===== src/rtl/rand_pkg.sv =====
// Shared constants, FSM state encoding and the clog2 helper for the bounded random sampler.
package rand_pkg;

  localparam int RAND_W        = 13;
  localparam int DEF_RANGE     = 10;
  localparam int DEF_MAX_TRIES = 8;

  typedef enum logic [1:0] {
    ST_IDLE   = 2'd0,
    ST_SAMPLE = 2'd1,
    ST_HOLD   = 2'd2
  } state_t;

  function automatic int clog2(input int v);
    int r;
    r = 0;
    for (int i = 0; i < 31; i++) begin
      if ((1 << i) < v) r = i + 1;
    end
    return r;
  endfunction

endpackage


===== src/rtl/rand_range_check.sv =====
// Combinational range test of a K-bit candidate against RANGE, plus the folded fallback symbol.
// Zero latency; no flow control.
module rand_range_check
  import rand_pkg::*;
#(
  parameter int RANGE = DEF_RANGE,
  parameter int K     = clog2(DEF_RANGE)
) (
  input  logic [K-1:0] candidate,
  output logic         in_range,
  output logic [K-1:0] fallback
);

  // One extra bit so RANGE == 2^K still compares correctly.
  localparam logic [K:0] RANGE_W = (K + 1)'(RANGE);

  assign in_range = ({1'b0, candidate} < RANGE_W);

  // candidate >= RANGE and candidate < 2*RANGE, so the K-bit modular difference is exact.
  assign fallback = candidate - RANGE_W[K-1:0];

endmodule


===== src/rtl/rand_range_sampler.sv =====
// Rejection sampler: maps rand_in onto 0..RANGE-1, folding into range after MAX_TRIES rejections.
// Latency 1+r cycles from req; the symbol is held until out_ready, and requests arriving while busy are counted and dropped.
module rand_range_sampler
  import rand_pkg::*;
#(
  parameter int RANGE     = DEF_RANGE,
  parameter int MAX_TRIES = DEF_MAX_TRIES,
  localparam int K        = clog2(RANGE)
) (
  input  logic              clk,
  input  logic              reset,
  input  logic [RAND_W-1:0] rand_in,
  input  logic              req,
  input  logic              out_ready,
  output logic              out_valid,
  output logic [K-1:0]      out_value,
  output logic              out_fallback,
  output logic              busy,
  output logic [7:0]        drop_cnt
);

  localparam logic [3:0] LAST_TRY = 4'(MAX_TRIES - 1);

  state_t       state, state_nxt;
  logic [3:0]   tries, tries_nxt;
  logic         valid_nxt, fallback_nxt;
  logic [K-1:0] value_nxt;
  logic [7:0]   drop_nxt;
  logic         in_range;
  logic [K-1:0] fold_value;
  logic         unused_rand;

  assign unused_rand = ^rand_in[RAND_W-1:K];

  rand_range_check #(
    .RANGE (RANGE),
    .K     (K)
  ) u_check (
    .candidate (rand_in[K-1:0]),
    .in_range  (in_range),
    .fallback  (fold_value)
  );

  always_comb begin
    state_nxt    = state;
    tries_nxt    = tries;
    valid_nxt    = out_valid;
    value_nxt    = out_value;
    fallback_nxt = out_fallback;
    drop_nxt     = drop_cnt;

    if (req && (state != ST_IDLE) && (drop_cnt != 8'hFF)) drop_nxt = drop_cnt + 8'd1;

    case (state)
      ST_IDLE: begin
        if (req) begin
          state_nxt = ST_SAMPLE;
          tries_nxt = 4'd0;
        end
      end
      ST_SAMPLE: begin
        if (in_range) begin
          value_nxt    = rand_in[K-1:0];
          fallback_nxt = 1'b0;
          valid_nxt    = 1'b1;
          state_nxt    = ST_HOLD;
        end else if (tries == LAST_TRY) begin
          value_nxt    = fold_value;
          fallback_nxt = 1'b1;
          valid_nxt    = 1'b1;
          state_nxt    = ST_HOLD;
        end else begin
          tries_nxt = tries + 4'd1;
        end
      end
      ST_HOLD: begin
        if (out_ready) begin
          valid_nxt = 1'b0;
          state_nxt = ST_IDLE;
        end
      end
      default: state_nxt = ST_IDLE;
    endcase
  end

  always_ff @(posedge clk) begin
    if (reset) begin
      state        <= ST_IDLE;
      tries        <= 4'd0;
      out_valid    <= 1'b0;
      out_value    <= '0;
      out_fallback <= 1'b0;
      drop_cnt     <= 8'd0;
    end else begin
      state        <= state_nxt;
      tries        <= tries_nxt;
      out_valid    <= valid_nxt;
      out_value    <= value_nxt;
      out_fallback <= fallback_nxt;
      drop_cnt     <= drop_nxt;
    end
  end

  assign busy = (state != ST_IDLE);

endmodule


===== config.mk =====
export PLATFORM = sky130hd
export DESIGN_NAME = rand_range_sampler
export DESIGN_NICKNAME = d
export VERILOG_FILES = /design/src/rtl/rand_pkg.sv /design/src/rtl/rand_range_check.sv /design/src/rtl/rand_range_sampler.sv
export SDC_FILE = /design/constraint.sdc
export NUM_CORES = 1
export LEC_CHECK = 0
export ABC_AREA = 0
export CAP_MARGIN = 40
export CORE_AREA = 8 8 60 62
export CTS_CLUSTER_DIAMETER = 200
export DETAILED_ROUTE_END_ITERATION = 6
export DIE_AREA = 0 0 68 70
export MAX_ROUTING_LAYER = met4
export PLACE_DENSITY = 0.71
export SLEW_MARGIN = 20
export SYNTH_ARGS = -nofsm -noshare
export SYNTH_HDL_FRONTEND = slang
export SYNTH_SLANG_ARGS = --single-unit

===== constraint.sdc =====
create_clock -name clk -period 1.5 [get_ports clk]
set_input_delay 0.3 -clock clk [delete_from_list [all_inputs] [get_ports clk]]
set_output_delay 0.3 -clock clk [all_outputs]
set_load 0.05 [all_outputs]

### Word level (Yosys, flattened, before mapping)

Index checks and enable logic that the tools add are counted.

| word-level totals | value |
|---|---|
| memories | 0 |
| memory bits (read-only) | 0 |
| latch bits | 0 |
| logic and storage cells | 46 |
| register bits | 20 |
| bits in writable memories | 0 |
| output and inout bits | 15 |

| cells by class | value |
|---|---|
| div/mod/pow operators | 0 |
| multiply operators | 0 |
| multiplexer cells | 16 |
| shift operators | 0 |
| bitwise operators | 0 |
| magnitude comparators | 1 |
| add/subtract/negate cells | 3 |
| reductions and logical operators | 11 |
| equality and inequality tests | 9 |

Operator list:

| cell | count |
|---|---|
| $mux W4 | 5 |
| $add A8 B1 Y8 const B | 1 |
| $mux W2 | 4 |
| $ne A2 B2 Y1 const B | 4 |
| $ne A8 B8 Y1 const B | 1 |
| $pmux W4 S2 | 1 |
| $reduce_bool A2 Y1 | 4 |
| $pmux W2 S3 | 1 |
| $reduce_and A3 Y1 | 2 |
| $add A4 B1 Y4 const B | 1 |
| $eq A4 B3 Y1 const B | 1 |
| $lt A4 B4 Y1 const B | 1 |
| $mux W1 | 4 |
| $reduce_and A4 Y1 | 1 |
| $sub A4 B4 Y4 const B | 1 |
| $ne A3 B3 Y1 const B | 1 |
| $eq A2 B1 Y1 const B | 1 |
| $eq A2 B2 Y1 const B | 1 |
| $logic_and A1 B1 Y1 | 2 |
| $logic_not A2 Y1 | 1 |
| $pmux W1 S2 | 1 |
| $reduce_and A2 Y1 | 1 |

### Longest topological paths before layout

Gate-level depths: netlist of run 1.

| depth | value |
|---|---|
| depth in word-level cells | 4 |
| depth in mapped cells | 6 |
| depth with buffers taken out | 5 |

### By module

From an unflattened synthesis of run 1, not the netlist that was laid out.

| second synthesis, totals | value |
|---|---|
| cell total of the unflattened synthesis | 107 |
| area total of the unflattened synthesis | 1054.8 sq um |

By module, submodules not included:

| module | area an instance (sq um) | cells an instance | instances | sequential area each (sq um) |
|---|---|---|---|---|
| rand_range_sampler | 1009.7 | 100 | 1 | 400.4 |
| rand_range_check | 45.0 | 7 | 1 | 0.0 |

### Worst setup path after synthesis of run 1

Ideal clock, no wire load.

| timing | value |
|---|---|
| kind | reg2reg |
| from | register drop_cnt[0] |
| to | register drop_cnt[7] |
| path slack | -0.258 ns |
| data required time | 1.385 ns |
| stages on the path, launching flop included | 6 |
| setup time | 0.115 ns |
| path buffers | 0 |
| arrival time | 1.643 ns |
| path through | dfxtp_1 ha_1 nand3_1 o211ai_1 nor3_1 o21ba_2 |

| on the way | value |
|---|---|
| longest elaborated chain between the ends | 2 |

RTL lines:

| item | line | RTL |
|---|---|---|
| start, declared | rand_range_sampler.sv:19 | `output logic [7:0] drop_cnt` |
| start signal, assigned | rand_range_sampler.sv:100 | `drop_cnt <= drop_nxt;` |
| branches (longest 2 deep; another with $add A8 B1 Y8) | n/a |  |

Parallel ways; which one is timed is not known.
A chain may end at the register's enable or synchronous reset.

### Worst setup path in the final report of run 1

| timing | value |
|---|---|
| from | register tries[1] |
| to | register out_value[1] |

| on the way | value |
|---|---|
| longest elaborated chain between the ends | 3 |

RTL lines:

| item | line | RTL |
|---|---|---|
| start, declared | rand_range_sampler.sv:25 | `logic [3:0] tries, tries_nxt;` |
| start signal, assigned | rand_range_sampler.sv:96 | `tries <= tries_nxt;` |
| $eq A4 B3 Y1 | rand_range_sampler.sv:67 | `end else if (tries == LAST_TRY) begin` |
| $reduce_bool A2 Y1 (no line) | n/a |  |
| $reduce_and A2 Y1 (no line) | n/a |  |
| end signal, assigned | rand_range_sampler.sv:98 | `out_value <= value_nxt;` |
| end, declared | rand_range_sampler.sv:16 | `output logic [K-1:0] out_value,` |

No other way between the ends.

==> results.json, run 1 <==
{
  "crit_family": "flip-flops",
  "synthesis.nets": 129,
  "reg2reg_from": "tries[1]",
  "highest_layer": "met4",
  "cts_tree": "done",
  "yosysUniqueCellTypes": 38,
  "synth-main-ff-cell": "dfxtp_1",
  "die_w_um": 68,
  "synth_area_per_cell_um2": 9.48,
  "core_um2": 2660,
  "area_delta_synth_final_pct": 64.3,
  "worstPathCellList": "ha_4 > and3b_2 > buf_6 > o21ai_4 > mux2i_1 > nor2_1",
  "nNetsFinal": 174,
  "ant_nets": 0,
  "start_kind": "register",
  "synth_xor_area_frac": 0.0593,
  "period_minus_slack_ps": 1470,
  "grt_pass1_vias": 968,
  "n_antenna_cell": 0,
  "htree_levels": 1,
  "slew_viol_final": 0,
  "r2r_end": "out_value[1]",
  "synth_top_area_share": 0.387,
  "path_clk_slew_ps": 130,
  "cp_max_fo": 6,
  "clockBufferDepth": 2,
  "portBuffers": 22,
  "fin_worst_skew_ps": 10.6,
  "die_area_um2": 4760,
  "async_flop_share": 0,
  "hold_end": "out_value[3]",
  "synth_mux_area_frac": 0.0581,
  "numCtsBuffers": 3,
  "vias": 939,
  "layout.cells.non_filler": 184,
  "grt-ovfl-total": 0,
  "worstSkewPairLatency_ps": 310,
  "yosysWarnings": 0,
  "synth_edf_count": 0,
  "drtIter0Drc": 70,
  "met2_length_um": 1300,
  "yosysSeqAreaShare": 0.387,
  "finalSetupViolCount": 0,
  "drive_gt1_frac": 0.438,
  "synth_top_family_by_area": "simple AND/OR/NAND/NOR gates",
  "die_y_um": 70,
  "reg2reg_depth": 6,
  "grtUsageTotal": 0.112,
  "synthSimpleGateAreaFrac": 0.214,
  "root_buffer": "clkbuf_4",
  "min_path_cells": 2,
  "tightest_slew_ps": 309,
  "synthTopCellsByCount": "dfxtp_1 (20), nor2_1 (16), mux2i_1 (6)",
  "numClockSinks": 20,
  "holdWs_ps": 504,
  "yosysMostFrequentCell": "dfxtp_1",
  "max_cap_violations": 0,
  "grt_max_degree": 20,
  "ys_seq_elements": 20,
  "vdd_drop_max_mv": 0.773,
  "synth_top_area_cell": "dfxtp_1",
  "drc": 0,
  "rsz0062_at_grt": "true",
  "ctsHoldBuffers": 0,
  "endpoint_kind": "register",
  "p_leak_nw": 0.686,
  "fin_crit_sh": 0.980,
  "first_pass_iters": 4,
  "dpl.hpwl_um": 1940,
  "gp_congestion": 0.802,
  "hold_class": "reg2reg",
  "worstPathRequired_ps": 1710,
  "ios": 32,
  "outcome": "finished clean",
  "critical_path_class": "reg2reg",
  "power.density_nw_per_um2": 678,
  "cp.arrival_ps": 1680,
  "path_buf_inv": 1,
  "initial_utilization": 0.388,
  "relSlewSlack": 0.794,
  "synthAdderAreaFrac": 0.0363,
  "hp-start": "out_value[3]",
  "wl_per_cell_um": 14.2,
  "wl_met1_um": 1160,
  "synth.area.top_cells": "dfxtp_1 (39%), mux2i_1 (5.8%), nor2_1 (5.8%), xor2_1 (4.2%), ha_1 (3.6%)",
  "place_inst": 174,
  "synth.cell_area_um2": 1030,
  "cpPeakStageDelay_ps": 360,
  "fmaxAchievable_ghz": 0.681,
  "grt_pass1_wl_um": 4150,
  "antenna_found_initial": 0,
  "placement_rows": 19,
  "synth-compound-area-share": 0.197,
  "r2r_slack_ps": 30,
  "slowest_stage": "dfxtp_2",
  "via_per_inst": 5.10,
  "synth_cells": 109,
  "hold_violations": 0,
  "routed_wl_um": 2620,
  "met3_length_um": 132
}
[report_power, final]
| group | switching, mW | total (mW) | leakage (nW) | internal, mW |
|---|---|---|---|---|
| clock network | 0.179 | 0.328 | 0.0210 | 0.148 |
| logic | 0.131 | 0.264 | 0.497 | 0.133 |
| registers | 0.0169 | 0.561 | 0.168 | 0.544 |
| total | 0.327 | 1.15 | 0.686 | 0.825 |
[state kept, by name, summed over array words and instances, names as in the netlist]
register      flops
out_value         4
out_fallback      1
out_valid         1
drop_cnt          8
tries             4
state             2
[how the worst max path moves through the flow]
stage / start / to / cells past startpoint
after floorplan: drop_cnt[0] / drop_cnt[7] / 5
after global placement: rand_in[1] / out_value[2] / 5
after detailed placement: rand_in[1] / out_value[2] / 5
after CTS: tries[0] / out_value[1] / 6
after global routing: tries[1] / out_value[1] / 6
final: tries[1] / out_value[1] / 6
[tightest hold or removal path, delay by kind of cell (launching register included)]
family | cells | cell delay, ps
flops | 1 | 360
simple gates | 1 | 70
compound gates | 1 | 40
[logic make-up after synthesis]
group	Yosys count
AND/OR/NAND/NOR	37
AO/OA/AOI/OAI	27
buffers and inverters	9
XOR/XNOR	7
adder cells (fa/ha/maj)	3
multiplexers	6
flip-flops	20
[cells in the final DEF, fill, tap and decap left out, types with 2 or more instances in the layout]
cell type         n
mux2i_1           6
nand3_1           2
and2_1            2
o2111ai_1         2
o21ai_4           2
o21ai_0           3
dfxtp_2           8
nor3_1            2
a21oi_2           2
xnor2_1           2
xor2_1            5
buf_6             2
nand2b_1          2
a31oi_1           2
nand2_1           2
nand4_1           2
inv_1             4
buf_4            18
dfxtp_1           9
a21oi_1           4
dfxtp_4           3
buf_12           17
nor2_1           15
o211ai_1          4
clkdlybuf4s50_1   7
clkbuf_4          3
[layer usage]
metal  up-vias  GRT usage
met5         -          -
met4         0     0.0273
met3         4     0.0431
met2        18      0.176
met1       441      0.129
li1        476          -
[repair_timing]
action | CTS | global route
endpoints found under the setup margin | 4 | 13
resized for setup | 2 | 13
buffers inserted | 0 | 6
pin swaps | 1 | 6
[through the flow]
step                utilization  power, mW  TNS (ps)  instance area (um^2)  setup slack (ps)
detailed placement        0.591      0.817     -1720                  1570              -237
global placement          0.591      0.811     -1180                  1570              -209
floorplan                     -      0.690         0                  1050              63.1
finish                    0.638       1.15         0                  1700              30.7
CTS                       0.606       1.14     -1.22                  1610             -1.22
global route              0.638       1.20      -105                  1700             -59.5
[area by class of cell]
type / instances / area, um^2
Tap cell: 31 / 38.8
Multi-Input combinational cell: 80 / 614
Timing Repair Buffer: 44 / 568
Clock buffer: 4 / 36.3
Sequential cell: 20 / 422
Fill cell: 212 / 965
Inverter: 5 / 18.8
(Power assumes the default switching activity.)
==> inputs of run 2 (changes only) <==
--- a/config.mk
+++ b/config.mk
@@ -13,6 +13,7 @@
 export DIE_AREA = 0 0 68 70
 export MAX_ROUTING_LAYER = met4
 export PLACE_DENSITY = 0.71
+export SKIP_LAST_GASP = 1
 export SLEW_MARGIN = 20
 export SYNTH_ARGS = -nofsm -noshare
 export SYNTH_HDL_FRONTEND = slang
==> run 2 against run 1 <==
  * Maximum frequency fell by 0.14%
  * Via count rose by 1.5%
  * Largest cell class unchanged
  * Routed wire length rose by 4.1%
  * Sequential share of layout area rose by 0.15 points
  * Combinational power barely moved
  * Power rose by 0.23%
  * Setup slack got worse by 2.1 ps
  * Final cell count did not move
  * Design area fell by 0.59%
==> results.json, run 2 (synthesis results as in run 1) <==
{
  "max_cap_violations": 0,
  "power.density_nw_per_um2": 684,
  "cp_max_fo": 6,
  "mostFrequentLayoutCells": "buf_4 (19), buf_12 (17), nor2_1 (15)",
  "utilization": 0.634,
  "root_buffer": "clkbuf_4",
  "dpl.hpwl_um": 1940,
  "n_antenna_cell": 0,
  "vias": 953,
  "tightest_slew_ps": 333,
  "cp.arrival_ps": 1730,
  "initial_utilization": 0.388,
  "htree_levels": 1,
  "die_w_um": 68,
  "path_clk_slew_ps": 130,
  "area_delta_synth_final_pct": 63.3,
  "core_um2": 2660,
  "numCtsBuffers": 3,
  "grt_max_degree": 20,
  "start_kind": "register",
  "endpoint_kind": "register",
  "grt-ovfl-total": 0,
  "portBuffers": 22,
  "hold_violations": 0,
  "grt_pass1_wl_um": 4130,
  "regMostFlops": "drop_cnt",
  "worstSkewPairLatency_ps": 310,
  "period_minus_slack_ps": 1470,
  "layout.cells.non_filler": 184,
  "relSlewSlack": 0.777,
  "largest_register_ffs": 8,
  "drc": 0,
  "finalSetupViolCount": 0,
  "hold_class": "reg2reg",
  "die_y_um": 70,
  "slew_viol_final": 0,
  "critical_path_class": "reg2reg",
  "vdd_drop_max_mv": 0.775,
  "clockBufferDepth": 2,
  "largestRegisters": "drop_cnt x8, out_value x4, tries x4",
  "p_leak_nw": 0.684,
  "ios": 32,
  "nNetsFinal": 174,
  "cts_tree": "done",
  "gp_congestion": 0.802,
  "die_area_um2": 4760,
  "outcome": "finished clean",
  "worstPathRequired_ps": 1760,
  "fmaxAchievable_ghz": 0.680,
  "rsz0062_at_grt": "true",
  "ctsHoldBuffers": 0,
  "place_inst": 174,
  "antenna_found_initial": 0,
  "ant_nets": 0,
  "fin_worst_skew_ps": 13.2,
  "final_common_cell": "buf_4",
  "numClockSinks": 20,
  "grtUsageTotal": 0.112,
  "grt_pass1_vias": 966,
  "via_per_inst": 5.18,
  "fin_area_um2": 1690,
  "first_pass_iters": 4,
  "total_power_mw": 1.15,
  "routed_wl_um": 2720,
  "drtIter0Drc": 45,
  "placement_rows": 19,
  "fin_crit_sh": 0.981,
  "placed_cell_area_um2": 1570,
  "drive_gt1_frac": 0.425,
  "wl_per_cell_um": 14.8
}
==> run 2: cell count changes in the layout (fill, tap and decap cells not counted) <==
cell and change:
nand2_2 -1, buf_6 -1, nand2_1 +1, a21oi_2 -1, a21oi_1 +1, buf_4 +1
==> run 2: timing repair <==
action,in CTS,in global routing
resized for setup,1,11
endpoints found under the setup margin,4,15
cloned,0,0
setup buffers,0,6
pin swaps,1,6
==> run 2: final cells by class <==
type	count	area, um^2
tap	31	38.8
timing repair buffer	44	564
sequential	20	422
inverter	5	18.8
fill	212	975
clock buffer	4	36.3
multi-input combinational	80	608
==> run 2: through the flow <==
stage	hold slack [ps]	setup WS, ps	TNS [ps]
after floorplan	444	63.1	0
after global placement	477	-209	-1180
after detailed placement	490	-237	-1720
after CTS	508	-4.82	-4.82
after global routing	525	-40.5	-93.0
final	510	28.7	0
==> run 2: critical path: stages (launching register included) <==
cell and delay [ps]:
dfxtp_2 360, ha_4 160, and3b_2 200, buf_6 130, o21ai_4 220, buf_4 160
nand2_1 50, a21oi_1 120
==> run 2: path summary, 6_finish.rpt <==
kind,to,cells after the start,from,slack (ps)
max reg2reg,out_value[3],7,tries[1],30
min reg2reg,out_value[2],2,out_value[2],510
max,out_value[3],7,tries[1],30
min,out_value[2],2,out_value[2],510
==> run 2: where the power goes <==
| group | total (mW) | leakage [nW] | internal (mW) | switching [mW] |
|---|---|---|---|---|
| clock network | 0.331 | 0.0210 | 0.148 | 0.182 |
| registers | 0.561 | 0.168 | 0.544 | 0.0175 |
| logic | 0.262 | 0.495 | 0.132 | 0.131 |
==> run 2: layer usage <==
| layer | track usage | wire length, um | vias up |
|---|---|---|---|
| met3 | 0.0431 | 137 | 2 |
| met4 | 0.0273 | 12 | 0 |
| met1 | 0.128 | 1190 | 457 |
| met2 | 0.176 | 1380 | 20 |
| met5 | - | 0 | - |
| li1 | - | - | 474 |
==> inputs of run 3 (changes only) <==
==> constraint.sdc (replaced) <==
create_clock -name clk -period 1.5 [get_ports clk]
set_input_delay 0.3 -clock clk [delete_from_list [all_inputs] [get_ports clk]]
set_output_delay 0.3 -clock clk [all_outputs]
set_load 0.1 [all_outputs]
==> run 3 against run 2 <==
  * Design area decreased by 2.9%
  * Combinational power up 9.5%
  * Global-route usage is 0.19 points lower
  * Via count fell by 2.6%
  * Die area is the same
  * Largest power group unchanged
  * Highest routed layer unchanged
==> results.json, run 3 (synthesis results as in run 1) <==
{
  "critical_path_class": "reg2reg",
  "worst_slack_ps": 49.4,
  "placement_rows": 19,
  "fin_worst_skew_ps": 3.79,
  "pre_cts_ws_ps": -271,
  "ios": 32,
  "cts_tree": "done",
  "period_minus_slack_ps": 1450,
  "antenna_found_initial": 0,
  "numCtsBuffers": 3,
  "htree_levels": 1,
  "fin_crit_sh": 0.967,
  "hold_violations": 0,
  "hold_class": "reg2reg",
  "clockBufferDepth": 2,
  "placed_cell_area_um2": 1580,
  "ant_nets": 0,
  "slew_viol_final": 0,
  "core_um2": 2660,
  "dpl.hpwl_um": 1920,
  "utilization": 0.616,
  "grt_max_degree": 20,
  "largestRegisters": "drop_cnt x8, out_value x4, tries x4",
  "nNetsFinal": 168,
  "fin_area_um2": 1640,
  "final_common_cell": "buf_12",
  "drc": 0,
  "vdd_drop_max_mv": 0.614,
  "ctsHoldBuffers": 0,
  "start_kind": "register",
  "initial_utilization": 0.388,
  "vias": 928,
  "mostFrequentLayoutCells": "buf_12 (16), nor2_1 (15), buf_4 (13)",
  "power.density_nw_per_um2": 675,
  "grt_pass1_vias": 967,
  "p_leak_nw": 0.655,
  "portBuffers": 22,
  "met2_length_um": 1200,
  "reg2reg_depth": 6,
  "tightest_slew_ps": 255,
  "largest_register_ffs": 8,
  "numClockSinks": 20,
  "rsz0062_at_grt": "true",
  "grt-ovfl-total": 0,
  "gp_congestion": 0.834,
  "via_per_inst": 5.21,
  "r2r_slack_ps": 50,
  "root_buffer": "clkbuf_4",
  "drive_gt1_frac": 0.395,
  "worstSkewPairLatency_ps": 300,
  "die_w_um": 68,
  "fillers": 220,
  "routed_wl_um": 2380,
  "area_delta_synth_final_pct": 58.6,
  "grt_pass1_wl_um": 4130,
  "first_pass_iters": 4,
  "die_y_um": 70,
  "wl_met1_um": 1010,
  "cp.arrival_ps": 1660,
  "regMostFlops": "drop_cnt",
  "met3_length_um": 158,
  "holdWs_ps": 510,
  "n_antenna_cell": 0,
  "crit_path_start": "tries[0]",
  "path_clk_slew_ps": 120,
  "drtIter0Drc": 23,
  "r2r_end": "tries[3]",
  "reg2reg_from": "tries[0]",
  "highest_layer": "met4",
  "endpoint": "tries[3]",
  "fmaxAchievable_ghz": 0.689,
  "endpoint_kind": "register",
  "die_area_um2": 4760,
  "relSlewSlack": 0.829,
  "cp_max_fo": 4,
  "worstPathRequired_ps": 1710,
  "outcome": "finished clean",
  "wl_per_cell_um": 13.4,
  "max_cap_violations": 0,
  "grtUsageTotal": 0.110,
  "finalSetupViolCount": 0
}
-- run 3: layout make-up --
cell class,count,area [um^2],share of cell area
inverter,5,18.8,0.0115
clock buffer,3,22.5,0.0137
clock inverter,1,3.75,0.00229
tap,31,38.8,0.0237
timing repair buffer,38,513,0.313
sequential,20,434,0.265
multi-input combinational,80,608,0.371
-- run 3: stage by stage --
step	std cells	power, mW	TNS, ps
after floorplan	109	0.728	0
after global placement	172	0.846	-1290
after detailed placement	172	0.854	-1740
after CTS	178	1.12	-0.364
after global routing	178	1.16	-36.5
final	178	1.11	0
-- run 3: worst min path at each step --
stage,depth (start not counted),to,startpoint,slack (ps)
global placement,2,out_value[3],out_value[3],490
CTS,2,out_value[3],out_value[3],510
floorplan,2,out_value[0],rand_in[0],440
global route,2,out_value[3],out_value[3],530
finish,1,state[0],state[1],510
detailed placement,2,out_value[3],out_value[3],490
-- run 3: critical path, cell delays in order, from the launching register on --
cell	delay, ps
dfxtp_2	340
ha_2	180
and3b_2	240
buf_6	140
nor4_4	250
xnor2_1	150
nor2_1	60
-- run 3: where the power goes --
| group | leakage (nW) | internal, mW | switching, mW | total (mW) |
|---|---|---|---|---|
| Sequential | 0.170 | 0.534 | 0.0190 | 0.553 |
| Combinational | 0.470 | 0.118 | 0.169 | 0.287 |
| Clock | 0.0154 | 0.0969 | 0.169 | 0.266 |
-- run 3: timing repair --
action,in CTS,in global routing
pin swaps,2,5
endpoints found under the setup margin,1,7
gates resized for setup,3,6
buffers inserted,2,0
-- run 3: metal layers --
metal	GRT usage	vias to the layer above
met5	-	-
met4	0.0410	0
met3	0.0335	2
met2	0.174	21
met1	0.124	441
li1	-	464
